### config.mk
export PLATFORM = sky130hd
export DESIGN_NAME = counter_sequencer
export DESIGN_NICKNAME = d
export VERILOG_FILES = /design/src/rtl/counter_sequencer_pkg.sv /design/src/rtl/ctrl_watchdog.sv /design/src/rtl/counter_sequencer.sv
export SDC_FILE = /design/constraint.sdc
export NUM_CORES = 1
export LEC_CHECK = 0
export ABC_AREA = 1
export CAP_MARGIN = 20
export CORE_ASPECT_RATIO = 1.2
export CORE_MARGIN = 2
export CORE_UTILIZATION = 50
export DETAILED_ROUTE_END_ITERATION = 10
export GPL_ROUTABILITY_DRIVEN = 0
export GPL_TIMING_DRIVEN = 0
export PLACE_DENSITY_LB_ADDON = 0.15
export SYNTH_ARGS = -nofsm -noshare
export SYNTH_HDL_FRONTEND = slang
export SYNTH_SLANG_ARGS = --single-unit
### constraint.sdc
create_clock -name CLK -period 2.05 [get_ports CLK]
set_input_delay 0.3075 -clock CLK [delete_from_list [all_inputs] [get_ports CLK]]
set_output_delay 0.3075 -clock CLK [all_outputs]
set_load 0.01 [all_outputs]
### src/rtl/counter_sequencer_pkg.sv
// counter_sequencer_pkg: shared constants and types for the counter command
// sequencer. Holds the counter mode encodings and the sequencer state type.
package counter_sequencer_pkg;

  // Counter MODO encodings
  localparam logic [1:0] MODE_UP1  = 2'b00;  // up by one
  localparam logic [1:0] MODE_DN1  = 2'b01;  // down by one
  localparam logic [1:0] MODE_DN3  = 2'b10;  // down by three
  localparam logic [1:0] MODE_LOAD = 2'b11;  // parallel load of D

  // Sequencer states
  typedef enum logic [1:0] {
    S_IDLE = 2'd0,
    S_LOAD = 2'd1,
    S_RUN  = 2'd2,
    S_DONE = 2'd3
  } seq_state_e;

endpackage

### src/rtl/ctrl_watchdog.sv
// ctrl_watchdog: counts enabled cycles since the last clear and flags expiry
// once TIMEOUT cycles have elapsed. Only compiled when CTRL_TIMEOUT_EN is
// defined, since the sequencer instantiates it only in that build.
`ifdef CTRL_TIMEOUT_EN
module ctrl_watchdog #(
  parameter int TIMEOUT = 64
) (
  input  logic CLK,
  input  logic RESET,
  input  logic clear,
  input  logic enable,
  output logic expired
);

  localparam int TW = (TIMEOUT > 1) ? $clog2(TIMEOUT) : 1;
  localparam logic [TW-1:0] LAST = TW'(TIMEOUT - 1);

  logic [TW-1:0] cnt_r;

  // Expiry in the cycle that would complete the TIMEOUT-th enabled cycle
  assign expired = enable && (cnt_r == LAST);

  // Cycle counter: cleared on request, saturates at the expiry point
  always_ff @(posedge CLK) begin
    if (RESET) begin
      cnt_r <= {TW{1'b0}};
    end else if (clear) begin
      cnt_r <= {TW{1'b0}};
    end else if (enable && (cnt_r != LAST)) begin
      cnt_r <= cnt_r + TW'(1);
    end else begin
      cnt_r <= cnt_r;
    end
  end

endmodule
`endif

### src/rtl/counter_sequencer.sv
// counter_sequencer: accepts one command at a time, loads the counter with a
// start value, runs it in the requested mode until the requested number of
// RCO pulses has been seen, then pulses DONE (ERR marks abort/timeout).
// Optional feature macro: CTRL_TIMEOUT_EN adds a RUN-phase watchdog that
// aborts a run after TIMEOUT cycles without an RCO.
module counter_sequencer
  import counter_sequencer_pkg::*;
#(
  parameter int WIDTH   = 4,
  parameter int CW      = 8,
  parameter int TIMEOUT = 64
) (
  input  logic             CLK,
  input  logic             RESET,
  input  logic             REQ_VALID,
  output logic             REQ_READY,
  input  logic [1:0]       REQ_MODE,
  input  logic [WIDTH-1:0] REQ_D,
  input  logic [CW-1:0]    REQ_TARGET,
  input  logic             ABORT,
  output logic             CNT_ENABLE,
  output logic [1:0]       CNT_MODO,
  output logic [WIDTH-1:0] CNT_D,
  input  logic             CNT_RCO,
  output logic             DONE,
  output logic             ERR,
  output logic [CW-1:0]    RCO_SEEN
);

  // A zero timeout would make every run expire before it starts
  if (TIMEOUT < 1) begin : g_timeout_check
    $error("counter_sequencer: TIMEOUT must be at least 1");
  end

  seq_state_e       state_r;
  logic             ready_r;
  logic             cnt_enable_r;
  logic [1:0]       cnt_modo_r;
  logic [WIDTH-1:0] cnt_d_r;
  logic             done_r;
  logic             err_r;
  logic [CW-1:0]    rco_seen_r;

  // Command captured at accept
  logic [1:0]       mode_r;
  logic [WIDTH-1:0] d_r;
  logic [CW-1:0]    target_r;

  logic             final_rco_s;
  logic             wd_expired_s;
  logic             wd_clear_s;
  logic             wd_enable_s;

  // Watchdog runs only in RUN and restarts on every RCO
  assign wd_enable_s = (state_r == S_RUN);
  assign wd_clear_s  = (state_r != S_RUN) || CNT_RCO;

`ifdef CTRL_TIMEOUT_EN
  ctrl_watchdog #(
    .TIMEOUT (TIMEOUT)
  ) u_watchdog (
    .CLK     (CLK),
    .RESET   (RESET),
    .clear   (wd_clear_s),
    .enable  (wd_enable_s),
    .expired (wd_expired_s)
  );
`else
  // Without the watchdog a run never times out
  assign wd_expired_s = 1'b0 & wd_clear_s & wd_enable_s;
`endif

  // The RCO that completes the target (target is non-zero whenever in RUN)
  assign final_rco_s = CNT_RCO && (rco_seen_r == (target_r - CW'(1)));

  // Registered outputs; READY is additionally masked while RESET is high
  assign REQ_READY  = ready_r & ~RESET;
  assign CNT_ENABLE = cnt_enable_r;
  assign CNT_MODO   = cnt_modo_r;
  assign CNT_D      = cnt_d_r;
  assign DONE       = done_r;
  assign ERR        = err_r;
  assign RCO_SEEN   = rco_seen_r;

  // Sequencer FSM with its registered outputs and capture registers
  always_ff @(posedge CLK) begin
    if (RESET) begin
      state_r      <= S_IDLE;
      ready_r      <= 1'b1;
      cnt_enable_r <= 1'b0;
      cnt_modo_r   <= MODE_UP1;
      cnt_d_r      <= {WIDTH{1'b0}};
      done_r       <= 1'b0;
      err_r        <= 1'b0;
      rco_seen_r   <= {CW{1'b0}};
      mode_r       <= MODE_UP1;
      d_r          <= {WIDTH{1'b0}};
      target_r     <= {CW{1'b0}};
    end else begin
      case (state_r)
        S_IDLE: begin
          done_r <= 1'b0;
          err_r  <= 1'b0;
          if (REQ_VALID && ready_r) begin
            mode_r       <= REQ_MODE;
            d_r          <= REQ_D;
            target_r     <= REQ_TARGET;
            rco_seen_r   <= {CW{1'b0}};
            state_r      <= S_LOAD;
            ready_r      <= 1'b0;
            cnt_enable_r <= 1'b1;
            cnt_modo_r   <= MODE_LOAD;
            cnt_d_r      <= REQ_D;
          end else begin
            ready_r      <= 1'b1;
            cnt_enable_r <= 1'b0;
            cnt_modo_r   <= MODE_UP1;
            cnt_d_r      <= {WIDTH{1'b0}};
          end
        end

        S_LOAD: begin
          if ((mode_r == MODE_LOAD) || (target_r == {CW{1'b0}})) begin
            // Nothing to run: the load alone completes the command
            state_r      <= S_DONE;
            cnt_enable_r <= 1'b0;
            done_r       <= 1'b1;
            err_r        <= 1'b0;
          end else if (ABORT) begin
            state_r      <= S_DONE;
            cnt_enable_r <= 1'b0;
            done_r       <= 1'b1;
            err_r        <= 1'b1;
          end else begin
            state_r      <= S_RUN;
            cnt_enable_r <= 1'b1;
            cnt_modo_r   <= mode_r;
            cnt_d_r      <= d_r;
          end
        end

        S_RUN: begin
          if (CNT_RCO && (rco_seen_r != {CW{1'b1}})) begin
            rco_seen_r <= rco_seen_r + CW'(1);
          end else begin
            rco_seen_r <= rco_seen_r;
          end
          if (final_rco_s) begin
            // Completion takes priority over a simultaneous ABORT
            state_r      <= S_DONE;
            cnt_enable_r <= 1'b0;
            done_r       <= 1'b1;
            err_r        <= 1'b0;
          end else if (ABORT || (wd_expired_s && !CNT_RCO)) begin
            state_r      <= S_DONE;
            cnt_enable_r <= 1'b0;
            done_r       <= 1'b1;
            err_r        <= 1'b1;
          end else begin
            state_r      <= S_RUN;
            cnt_enable_r <= 1'b1;
          end
        end

        S_DONE: begin
          state_r      <= S_IDLE;
          ready_r      <= 1'b1;
          cnt_enable_r <= 1'b0;
          cnt_modo_r   <= MODE_UP1;
          cnt_d_r      <= {WIDTH{1'b0}};
          done_r       <= 1'b0;
          err_r        <= 1'b0;
        end

        default: begin
          state_r      <= S_IDLE;
          ready_r      <= 1'b1;
          cnt_enable_r <= 1'b0;
          cnt_modo_r   <= MODE_UP1;
          cnt_d_r      <= {WIDTH{1'b0}};
          done_r       <= 1'b0;
          err_r        <= 1'b0;
        end
      endcase
    end
  end

endmodule
==> impl_results.md, run 1 <==
- Final clock skew: 4.035 ps
- Fin crit share: 0.9726
- Multi-input logic area: 1057 um^2
- Via density: between 5 and 6
- Post-Syn Instances: between 200 and 300
- Global Route Usage Sum: 0.2313
- Initial DRT Pass Iterations: 4
- Worst skew pair latency: 290 ps
- Die Width: between 60 and 70 um
- Status: completed
- Cells after DPL: 370
- Area share of the largest cell type after synthesis: 0.3505
- Final setup TNS: 0 ps
- Commonest non-fill, non-tap cell in the layout: nand2_1
- Setup WS post-layout: 56.20 ps
- CORE AREA: 3694 um^2
- Headroom to the max-slew limit: 0.7001
- Placed instance area: 2367 um^2
- Final ANT Viol Nets: 0
- R2R setup slack: about 200 ps
- Reg2reg end: CNT_D[1]$_SDFFE_PP0P_
- I/O Buffers: 36
- GR Util met1: 0.2848
- Post-Syn Nets: between 300 and 400
- Yosys warning count: 0
- Crit path launch type: input port
- Final min period: 1994 ps
- Hold Fails Final Rpt: 0
- CTS tree: yes
- RSZ-0062 raised after global routing: no
- Synth Area per Inst: slightly below 7 um^2
- Final Hold Slack: 466.5 ps
- Worst-Margin Slew: 449.9 ps
- Largest net degree at the start of global routing: 11
- Fill count: about 350
- Final Total Pwr: 3.191 mW
- CTS Hold Bufs: 0
- Crit path max fanout: 10
- Grt total ovfl: 0
- Pre-CTS setup slack: -172.4 ps
- Clk pin slew, worst setup/hold paths: 70 ps
- Number of synthesized flops with an enable pin: 0
- M2 GR Usage: 0.3859
- Num Clock Sinks: 34
- Leakage: 1.033 nW
- Diodes inserted: 0
- Worst Hold Class: flop to flop
- Nets: between 300 and 400
- WP data arrival: about 1700 ps
- Power Density: 1297 nW/um^2
- Critical Path Start: RESET
- DIE AREA: 4400 um^2
- DRC violation total after the first TritonRoute iteration: 130
- First-pass GRT wire length: around 7.7 mm
- Maximum root-to-sink buffer count: 2
- Crit end category: primary output
- Avg WL per Cell: 12.22 um
- HPWL after DPL: 3.505 mm
- Final setup viols: 0
- Crit Path Category: input port to primary output
- Final non-filler cell total: 378
- Seq/Total Area, Yosys: 0.3505
- Post-CTS Setup Repair Bufs: 0
- Initial antenna violation count: 0
- M3 GR Usage: 0.04813
- Number of synthesized register bits: 34
- Register area: 680.7 um^2
- Most frequent cells in the layout: nand2_1 (65), clkdlybuf4s50_1 (36), dfxtp_1 (34), inv_1 (34), nor2_1 (27)
- Yosys top cell by area: dfxtp_1
- Max_cap viols: 0
- Detailed-route via count: 1,950
- CTS Buf Count: 5
- Layout Cell Area excl Fill: 2460 um^2
- Htree depth: 2
- RR Startpoint: state_r[1]$_SDFFE_PP0P_
- Synth top area cells: dfxtp_1 (35%), nand2_1 (13%), inv_1 (6.6%)
- Synth Flop Type: dfxtp_1
- Row Count: 24
- Fin util: 0.6660
- Die Y: just over 70 um
- Post-synth cell types: 29
- Starting density of the core: 0.5257
- Peak VDD IR: roughly 0.75 mV
- Busiest grt layer: met2
- Vias in the first global route: 1,770
- Share of post-route cells with drive strength above 1: 0.08589
- Post-synth ARST share: 0
- DRC violations left: 0
- CTS Root Cell: clkbuf_8
- Area Overhead vs Synth: 26.68%
- Required @ worst endpoint: 1740 ps
- I/O pin count: 37
- Slew Viols, Final: 0
- Max Freq: around 0.50 GHz
- Final WL: 4.618 mm
- Worst r2r path cells: 9
- CP endpoint: REQ_READY
- Synthesized cell area: 1942 um^2
power by group:
part	internal [mW]	total, mW	switching, mW	leakage (nW)
Sequential	0.842	0.974	0.132	0.279
Clock	0.271	0.519	0.248	0.0482
Combinational	0.687	1.70	1.01	0.705
repair_timing:
action	CTS	global route
endpoints found under the hold margin	0	0
resized for setup	1	0
endpoints found under the setup margin	1	0
how the worst min path moves through the flow:
stage | startpoint | to | slack [ps] | cells past startpoint
CTS | d_r[1]$_SDFFE_PP0P_ | d_r[1]$_SDFFE_PP0P_ | 460 | 2
global placement | d_r[2]$_SDFFE_PP0P_ | d_r[2]$_SDFFE_PP0P_ | 450 | 2
detailed placement | d_r[1]$_SDFFE_PP0P_ | d_r[1]$_SDFFE_PP0P_ | 460 | 2
finish | d_r[0]$_SDFFE_PP0P_ | d_r[0]$_SDFFE_PP0P_ | 470 | 2
floorplan | RESET | RCO_SEEN[5]$_SDFFE_PP0P_ | 370 | 1
global route | d_r[0]$_SDFFE_PP0P_ | d_r[0]$_SDFFE_PP0P_ | 500 | 2
cell usage after synthesis (4+ instances only):
cell / count
a21oi_1: 19
inv_1: 34
clkbuf_1: 6
ha_1: 8
dfxtp_1: 34
xor2_1: 5
xnor2_1: 4
nand2_1: 65
nand4_1: 6
nand3_1: 21
a21oi_2: 5
o21ai_0: 20
nor2_1: 27
a31oi_1: 7
per-layer routing:
metal | wire length [um] | share of wire
met5 | 0 | 0
met3 | 207 | 0.045
met2 | 2377 | 0.51
met1 | 1960 | 0.42
met4 | 73 | 0.016
sequential cells by signal (all words and copies together) (netlist names):
register / cells
mode_r: 2
ready_r: 1
state_r: 2
CNT_D: 4
d_r: 4
RCO_SEEN: 8
target_r: 8
ERR: 1
CNT_MODO: 2
CNT_ENABLE: 1
DONE: 1
final cells by class:
class | count | share of cell area
clock inverters | 1 | 0.002035
multi-input cells | 200 | 0.4298
plain buffers | 12 | 0.02848
clock buffers | 7 | 0.03510
well taps | 52 | 0.02645
repair buffers | 36 | 0.1465
flip-flops and latches | 34 | 0.2767
inverters | 36 | 0.05493
worst max-delay path, stage by stage:
cell,delay (ps)
clkdlybuf4s50_1,520
buf_2,290
nor2_1,80
clkdlybuf4s50_1,480
cell families after synthesis:
kind of cell               share of synthesized area
and+or+nand+nor                               0.2899
AOI/OAI and AO/OA                             0.1624
buffers and inverters                         0.1050
DFF                                           0.3505
xor gates and xnor gates                     0.04059
adders and majority gates                    0.05155
(Power assumes the default switching activity.)
==> run 2, diff against run 1 <==
--- a/config.mk
+++ b/config.mk
@@ -7,7 +7,7 @@
 export LEC_CHECK = 0
 export ABC_AREA = 1
 export CAP_MARGIN = 20
-export CORE_ASPECT_RATIO = 1.2
+export CORE_ASPECT_RATIO = 1.25
 export CORE_MARGIN = 2
 export CORE_UTILIZATION = 50
 export DETAILED_ROUTE_END_ITERATION = 10
==> impl_results.md, run 2 (same netlist as run 1, synthesis figures left out) <==
- First-pass GRT wire length: between 7 and 8 mm
- Die Y: between 70 and 80 um
- Nets: around 350
- Reg2reg end: state_r[0]$_SDFFE_PP0P_
- Fin crit share: 0.9583
- Detailed-route via count: 1,916
- DIE AREA: between 4000 and 5000 um^2
- Headroom to the max-slew limit: 0.6953
- Avg WL per Cell: 12.75 um
- Crit Path Category: input port to primary output
- Int Power: 1.917 mW
- Vias in the first global route: 1,731
- Max_cap viols: 0
- Clock power frac: 0.190
- CP endpoint: REQ_READY
- Largest net degree at the start of global routing: 11
- Crit-path max cell delay: 510 ps
- Grt total ovfl: 0
- Final Hold Slack: 469.0 ps
- Crit end category: primary output
- Flop pwr share: 0.298
- Switching part of the total: 0.4201
- Required @ worst endpoint: around 1700 ps
- Crit path max fanout: 10
- RSZ-0062 raised after global routing: no
- Final ANT Viol Nets: 0
- Setup WS post-layout: 85.54 ps
- Power Density: about 1300 nW/um^2
- Via density: 5.249
- Net Sw Power: 1.389 mW
- Crit. path cell count: 4
- Final setup viols: 0
- Diodes inserted: 0
- DRC violations left: 0
- I/O Buffers: 36
- HPWL after DPL: around 3.5 mm
- Hold Fails Final Rpt: 0
- Post-CTS Setup Repair Bufs: 0
- Worst r2r path cells: 12
- Multi-input logic area: 1057 um^2
- Critical Path Start: RESET
- Final min period: 1964 ps
- CORE AREA: 3754 um^2
- Leakage: 1.042 nW
- Global Route Usage Sum: 0.2293
- Initial DRT Pass Iterations: 4
- Crit path buf inv count: 3
- Starting density of the core: 0.5173
- Initial antenna violation count: 0
- Final WL: between 4 and 5 mm
- DRC violation total after the first TritonRoute iteration: 150
- Final clock skew: 3.234 ps
- R2R setup slack: 210 ps
- Fill count: 347
- CP top delay family: buffers and inverters
- Crit path top cell by count: clkdlybuf4s50_1
- CTS Root Cell: clkbuf_8
- Share of post-route cells with drive strength above 1: 0.08615
- Worst-Margin Slew: 457.0 ps
- Crit path launch type: input port
- Area Overhead vs Synth: 27.00%
- CTS tree: yes
- Htree depth: 2
- WP data arrival: roughly 1700 ps
- Maximum root-to-sink buffer count: 2
- Worst Hold Class: flop to flop
- Register area: 680.7 um^2
- Worst skew pair latency: 290 ps
- Die Width: between 50 and 60 um
- Final setup TNS: 0 ps
- Row Count: 25
- Most frequent cells in the layout: nand2_1 (65), clkdlybuf4s50_1 (36), dfxtp_1 (34), inv_1 (34), nor2_1 (27)
- Slowest cell on crit path: clkdlybuf4s50_1
- RR Startpoint: target_r[0]$_SDFFE_PP0P_
- Status: completed
- Pre-CTS setup slack: -168.4 ps
- Clk pin slew, worst setup/hold paths: 60 ps
- Slew Viols, Final: 0
- CTS Buf Count: 5
- I/O pin count: 37
- Num Clock Sinks: 34
- Combinational fraction of design power: 0.512
- CP cell instances: clkdlybuf4s50_1 -> buf_2 -> nor2_1 -> clkdlybuf4s50_1
- Max Freq: 0.5090 GHz
- Commonest non-fill, non-tap cell in the layout: nand2_1
- Peak VDD IR: 1.003 mV
==> run 2: cell count changes in the layout (fill, tap and decap cells not counted), sizes merged <==
cell    previous run  this run
bufinv             0         1
clkinv             1         0
clkbuf            14        13
==> run 2: worst register-to-register path, cell delays in order (launching register included) <==
cell     delay (ps)
dfxtp_1         340
inv_1           170
ha_1            240
nand2_1         130
nor2_1          110
nand2_1          60
nand2_1          50
nand2_1          40
nor2_1          130
nand3_1         140
nand3_1         140
nand3_1          90
a21oi_1         140
==> run 2: layout make-up <==
cell class              instances  share of cell area
plain buffers                  12             0.02841
clock buffers                   6             0.03349
clock inverters                 1             0.01218
inverters                      36             0.05479
multi-input cells             200              0.4287
flip-flops and latches         34              0.2760
well taps                      40             0.02029
repair buffers                 36              0.1461
==> run 2: layer usage <==
metal	share of wire	track usage	vias to the layer above
li1	-	-	997
met1	0.43	0.2748	859
met2	0.51	0.3708	52
met3	0.044	0.04754	8
met4	0.020	0.1358	0
met5	0	0	-
==> run 2: power groups by stage <==
stage	combinational [mW]	clock, mW	sequential [mW]
floorplan	1.18	0	0.996
global placement	1.66	0	0.990
detailed placement	1.68	0	0.992
CTS	1.69	0.645	0.980
global route	1.90	0.664	1.00
finish	1.69	0.627	0.985
==> run 2: what timing repair did <==
| action | 4_1_cts | 5_1_grt |
|---|---|---|
| endpoints found under the setup margin | 1 | 0 |
| hold buffers | 0 | 0 |
| resized for setup | 1 | 0 |
==> run 2: through the flow <==
| stage | instance area (um^2) | utilization | instances | power, mW |
|---|---|---|---|---|
| final | 2466 | 0.6570 | 365 | 3.306 |
| after global routing | 2466 | 0.6570 | 365 | 3.569 |
| after CTS | 2466 | 0.6570 | 365 | 3.318 |
| after detailed placement | 2352 | 0.6267 | 358 | 2.675 |
| after global placement | 2352 | 0.6267 | 358 | 2.649 |
| after floorplan | 1942 | - | 282 | 2.181 |
==> run 2: worst min path at each step <==
stage	from	to	slack (ps)	cells past startpoint
after CTS	d_r[3]$_SDFFE_PP0P_	d_r[3]$_SDFFE_PP0P_	470	2
after global placement	d_r[1]$_SDFFE_PP0P_	d_r[1]$_SDFFE_PP0P_	450	2
after floorplan	RESET	RCO_SEEN[5]$_SDFFE_PP0P_	370	1
after detailed placement	d_r[3]$_SDFFE_PP0P_	d_r[3]$_SDFFE_PP0P_	460	2
final	d_r[3]$_SDFFE_PP0P_	d_r[3]$_SDFFE_PP0P_	470	2
after global routing	d_r[3]$_SDFFE_PP0P_	d_r[3]$_SDFFE_PP0P_	490	2
==> run 3, diff against run 2 <==
--- a/config.mk
+++ b/config.mk
@@ -5,7 +5,6 @@
 export SDC_FILE = /design/constraint.sdc
 export NUM_CORES = 1
 export LEC_CHECK = 0
-export ABC_AREA = 1
 export CAP_MARGIN = 20
 export CORE_ASPECT_RATIO = 1.25
 export CORE_MARGIN = 2
==> impl_results.md, run 3 <==
- Status: complete, but fails checks
- Failing checks: DRC
- Hold Fails Final Rpt: 0
- Crit path launch type: flop
- Global Route Usage Sum: 0.2126
- Main combinational cell family by area after synthesis: simple AND/OR/NAND/NOR gates
- Most frequent cells in the layout: nand2_1 (35), clkdlybuf4s50_1 (35), dfxtp_1 (34), a21oi_1 (21), nor2_1 (20)
- Synth top area cells: dfxtp_1 (36%), nand2_1 (7.0%), xor2_1 (6.1%)
- Final Hold Slack: 459.8 ps
- Peak VDD IR: 0.7997 mV
- Post-Synth XOR/XNOR Area: 0.08800
- Post-synthesis compound-gate area fraction: 0.2100
- Avg WL per Cell: roughly 14 um
- Post-Syn Nets: 245
- Grt total ovfl: 0
- Layout Cell Area excl Fill: between 2000 and 2500 um^2
- Leakage: approximately 0.91 nW
- Fin crit share: 0.9286
- Hold path endpoint: d_r[3]$_SDFFE_PP0P_
- Vias in the first global route: 1,547
- Synth Flop Type: dfxtp_1
- Synthesized cell area: 1877 um^2
- Row Count: 24
- Max Freq: approximately 0.53 GHz
- Setup WS post-layout: around 150 ps
- Initial DRT Pass Iterations: 7
- Synth Area per Inst: approximately 8.6 um^2
- Worst skew pair latency: 290 ps
- Crit path max fanout: 10
- DRC violations left: 4
- Switching part of the total: 0.4223
- Worst Min Path Start: d_r[3]$_SDFFE_PP0P_
- Number of synthesized register bits: 34
- Register area: 680.7 um^2
- Post-synth top cells: nand2_1 (35), dfxtp_1 (34), a21oi_1 (21), nor2_1 (20), xor2_1 (13)
- Multi-input logic area: 1127 um^2
- I/O Buffers: 36
- Final setup viols: 0
- Combinational fraction of design power: 0.522
- Yosys top cell by area: dfxtp_1
- Int Power: about 1.7 mW
- Final ANT Viol Nets: 0
- Htree depth: 2
- Area Overhead vs Synth: 26.67%
- Die Width: 58.80 um
- Nets: 287
- Area share of the largest cell type after synthesis: 0.3627
- Worst-Margin Slew: 540.5 ps
- Reg2reg end: CNT_MODO[0]$_SDFFE_PP0P_
- Number of synthesized flops with an enable pin: 0
- Final clock skew: approximately 6.8 ps
- Diodes inserted: 0
- Final setup TNS: 0 ps
- Yosys warning count: 0
- Flop pwr share: 0.315
- I/O pin count: 37
- DIE AREA: 4263 um^2
- WP data arrival: 2120 ps
- Simple-Gate Fraction of Synth Area: 0.2467
- Starting density of the core: 0.5297
- Fin util: 0.6709
- Post-synth cell types: 42
- RSZ-0062 raised after global routing: no
- Worst Hold Class: flop to flop
- Most frequent cell after synthesis: nand2_1
- Final min period: about 1900 ps
- Crit Path Category: flop to flop
- Initial antenna violation count: 0
- Via density: ~5.4
- Seq/Total Area, Yosys: 0.3627
- Slew Viols, Final: 0
- Detailed-route via count: 1,627
- CORE AREA: 3543 um^2
- Mux contribution to synthesized area: 0
- Crit end category: flop
- HPWL after DPL: 3.016 mm
- CTS Buf Count: 5
- Largest net degree at the start of global routing: 12
- R2R setup slack: 150 ps
- CTS tree: yes
- Post-Syn Instances: 218
- Die Y: 72.50 um
- Fill count: 323
- Num Clock Sinks: 34
- Net Sw Power: 1.260 mW
- Pre-CTS setup slack: -41.36 ps
- Required @ worst endpoint: 2260 ps
- Maximum root-to-sink buffer count: 2
- Post-synth ARST share: 0
- RR Startpoint: state_r[1]$_SDFFE_PP0P_
- DRC violation total after the first TritonRoute iteration: 61
- Clk pin slew, worst setup/hold paths: approximately 70 ps
- Hold path cells: 2
- Final WL: 4.099 mm
- Worst r2r path cells: 8
- Clock power frac: 0.163
- First-pass GRT wire length: about 7 mm
- Max_cap viols: 0
- Share of post-route cells with drive strength above 1: 0.1034
- Placed instance area: 2286 um^2
- CTS Hold Bufs: 0
- Power Density: 1255 nW/um^2
- Headroom to the max-slew limit: 0.6364
- CTS Root Cell: clkbuf_8
- Adder and majority gate portion of the synthesized area: 0.05333
-- run 3: stage by stage --
| stage | total power, mW | std cells |
|---|---|---|
| after global routing | 3.218 | 300 |
| after floorplan | 2.071 | 218 |
| after CTS | 2.991 | 300 |
| after global placement | 2.460 | 293 |
| after detailed placement | 2.489 | 293 |
| final | 2.983 | 300 |
-- run 3: worst max path at each step --
stage	startpoint	end	slack, ps	depth (start not counted)
floorplan	target_r[0]$_SDFFE_PP0P_	state_r[0]$_SDFFE_PP0P_	380	7
global placement	RESET	REQ_READY	-40	4
detailed placement	RESET	REQ_READY	-40	4
CTS	state_r[1]$_SDFFE_PP0P_	CNT_D[3]$_SDFFE_PP0P_	40	6
global route	state_r[1]$_SDFFE_PP0P_	CNT_MODO[1]$_SDFFE_PP0P_	5	8
finish	state_r[1]$_SDFFE_PP0P_	CNT_MODO[0]$_SDFFE_PP0P_	150	8
-- run 3: layout make-up --
| type | count | share of cell area |
|---|---|---|
| clock inverters | 2 | 0.005789 |
| clock buffers | 6 | 0.03053 |
| plain buffers | 11 | 0.02211 |
| inverters | 5 | 0.007895 |
| repair buffers | 36 | 0.1526 |
| well taps | 39 | 0.02053 |
| flip-flops and latches | 34 | 0.2863 |
| multi-input cells | 167 | 0.4742 |
-- run 3: kinds of logic (layout without fill, tap and decap cells) --
kind of cell,count (synthesis),in the layout
and+or+nand+nor,90,90
AOI/OAI and AO/OA,51,51
DFF,34,34
xor gates and xnor gates,18,18
buffers and inverters,17,60
adders and majority gates,8,8
-- run 3: repair_timing --
| item | in CTS | in global routing |
|---|---|---|
| gates resized for setup | 0 | 5 |
| endpoints found under the setup margin | 1 | 11 |
| buffers inserted | 0 | 0 |
-- run 3: per-layer routing --
metal | track usage | wire length, um | share of wire
met1 | 0.2724 | 1864 | 0.45
met2 | 0.3395 | 2001 | 0.49
met3 | 0.05169 | 164 | 0.040
met5 | 0 | 0 | 0
met4 | 0.08586 | 69 | 0.017
-- run 3: critical path, stage by stage, from the launching register on --
cell	delay (ps)
dfxtp_1	350
inv_1	120
ha_1	160
clkbuf_1	380
nor2b_1	220
o2bb2ai_2	150
buf_6	180
nor2_1	60
a211oi_2	190
-- run 3: power groups by stage --
stage	clock network [mW]	registers, mW	logic (mW)
after floorplan	0	0.959	1.11
after global placement	0	0.950	1.51
after detailed placement	0	0.950	1.54
after CTS	0.504	0.937	1.55
after global routing	0.529	0.960	1.73
final	0.487	0.940	1.56
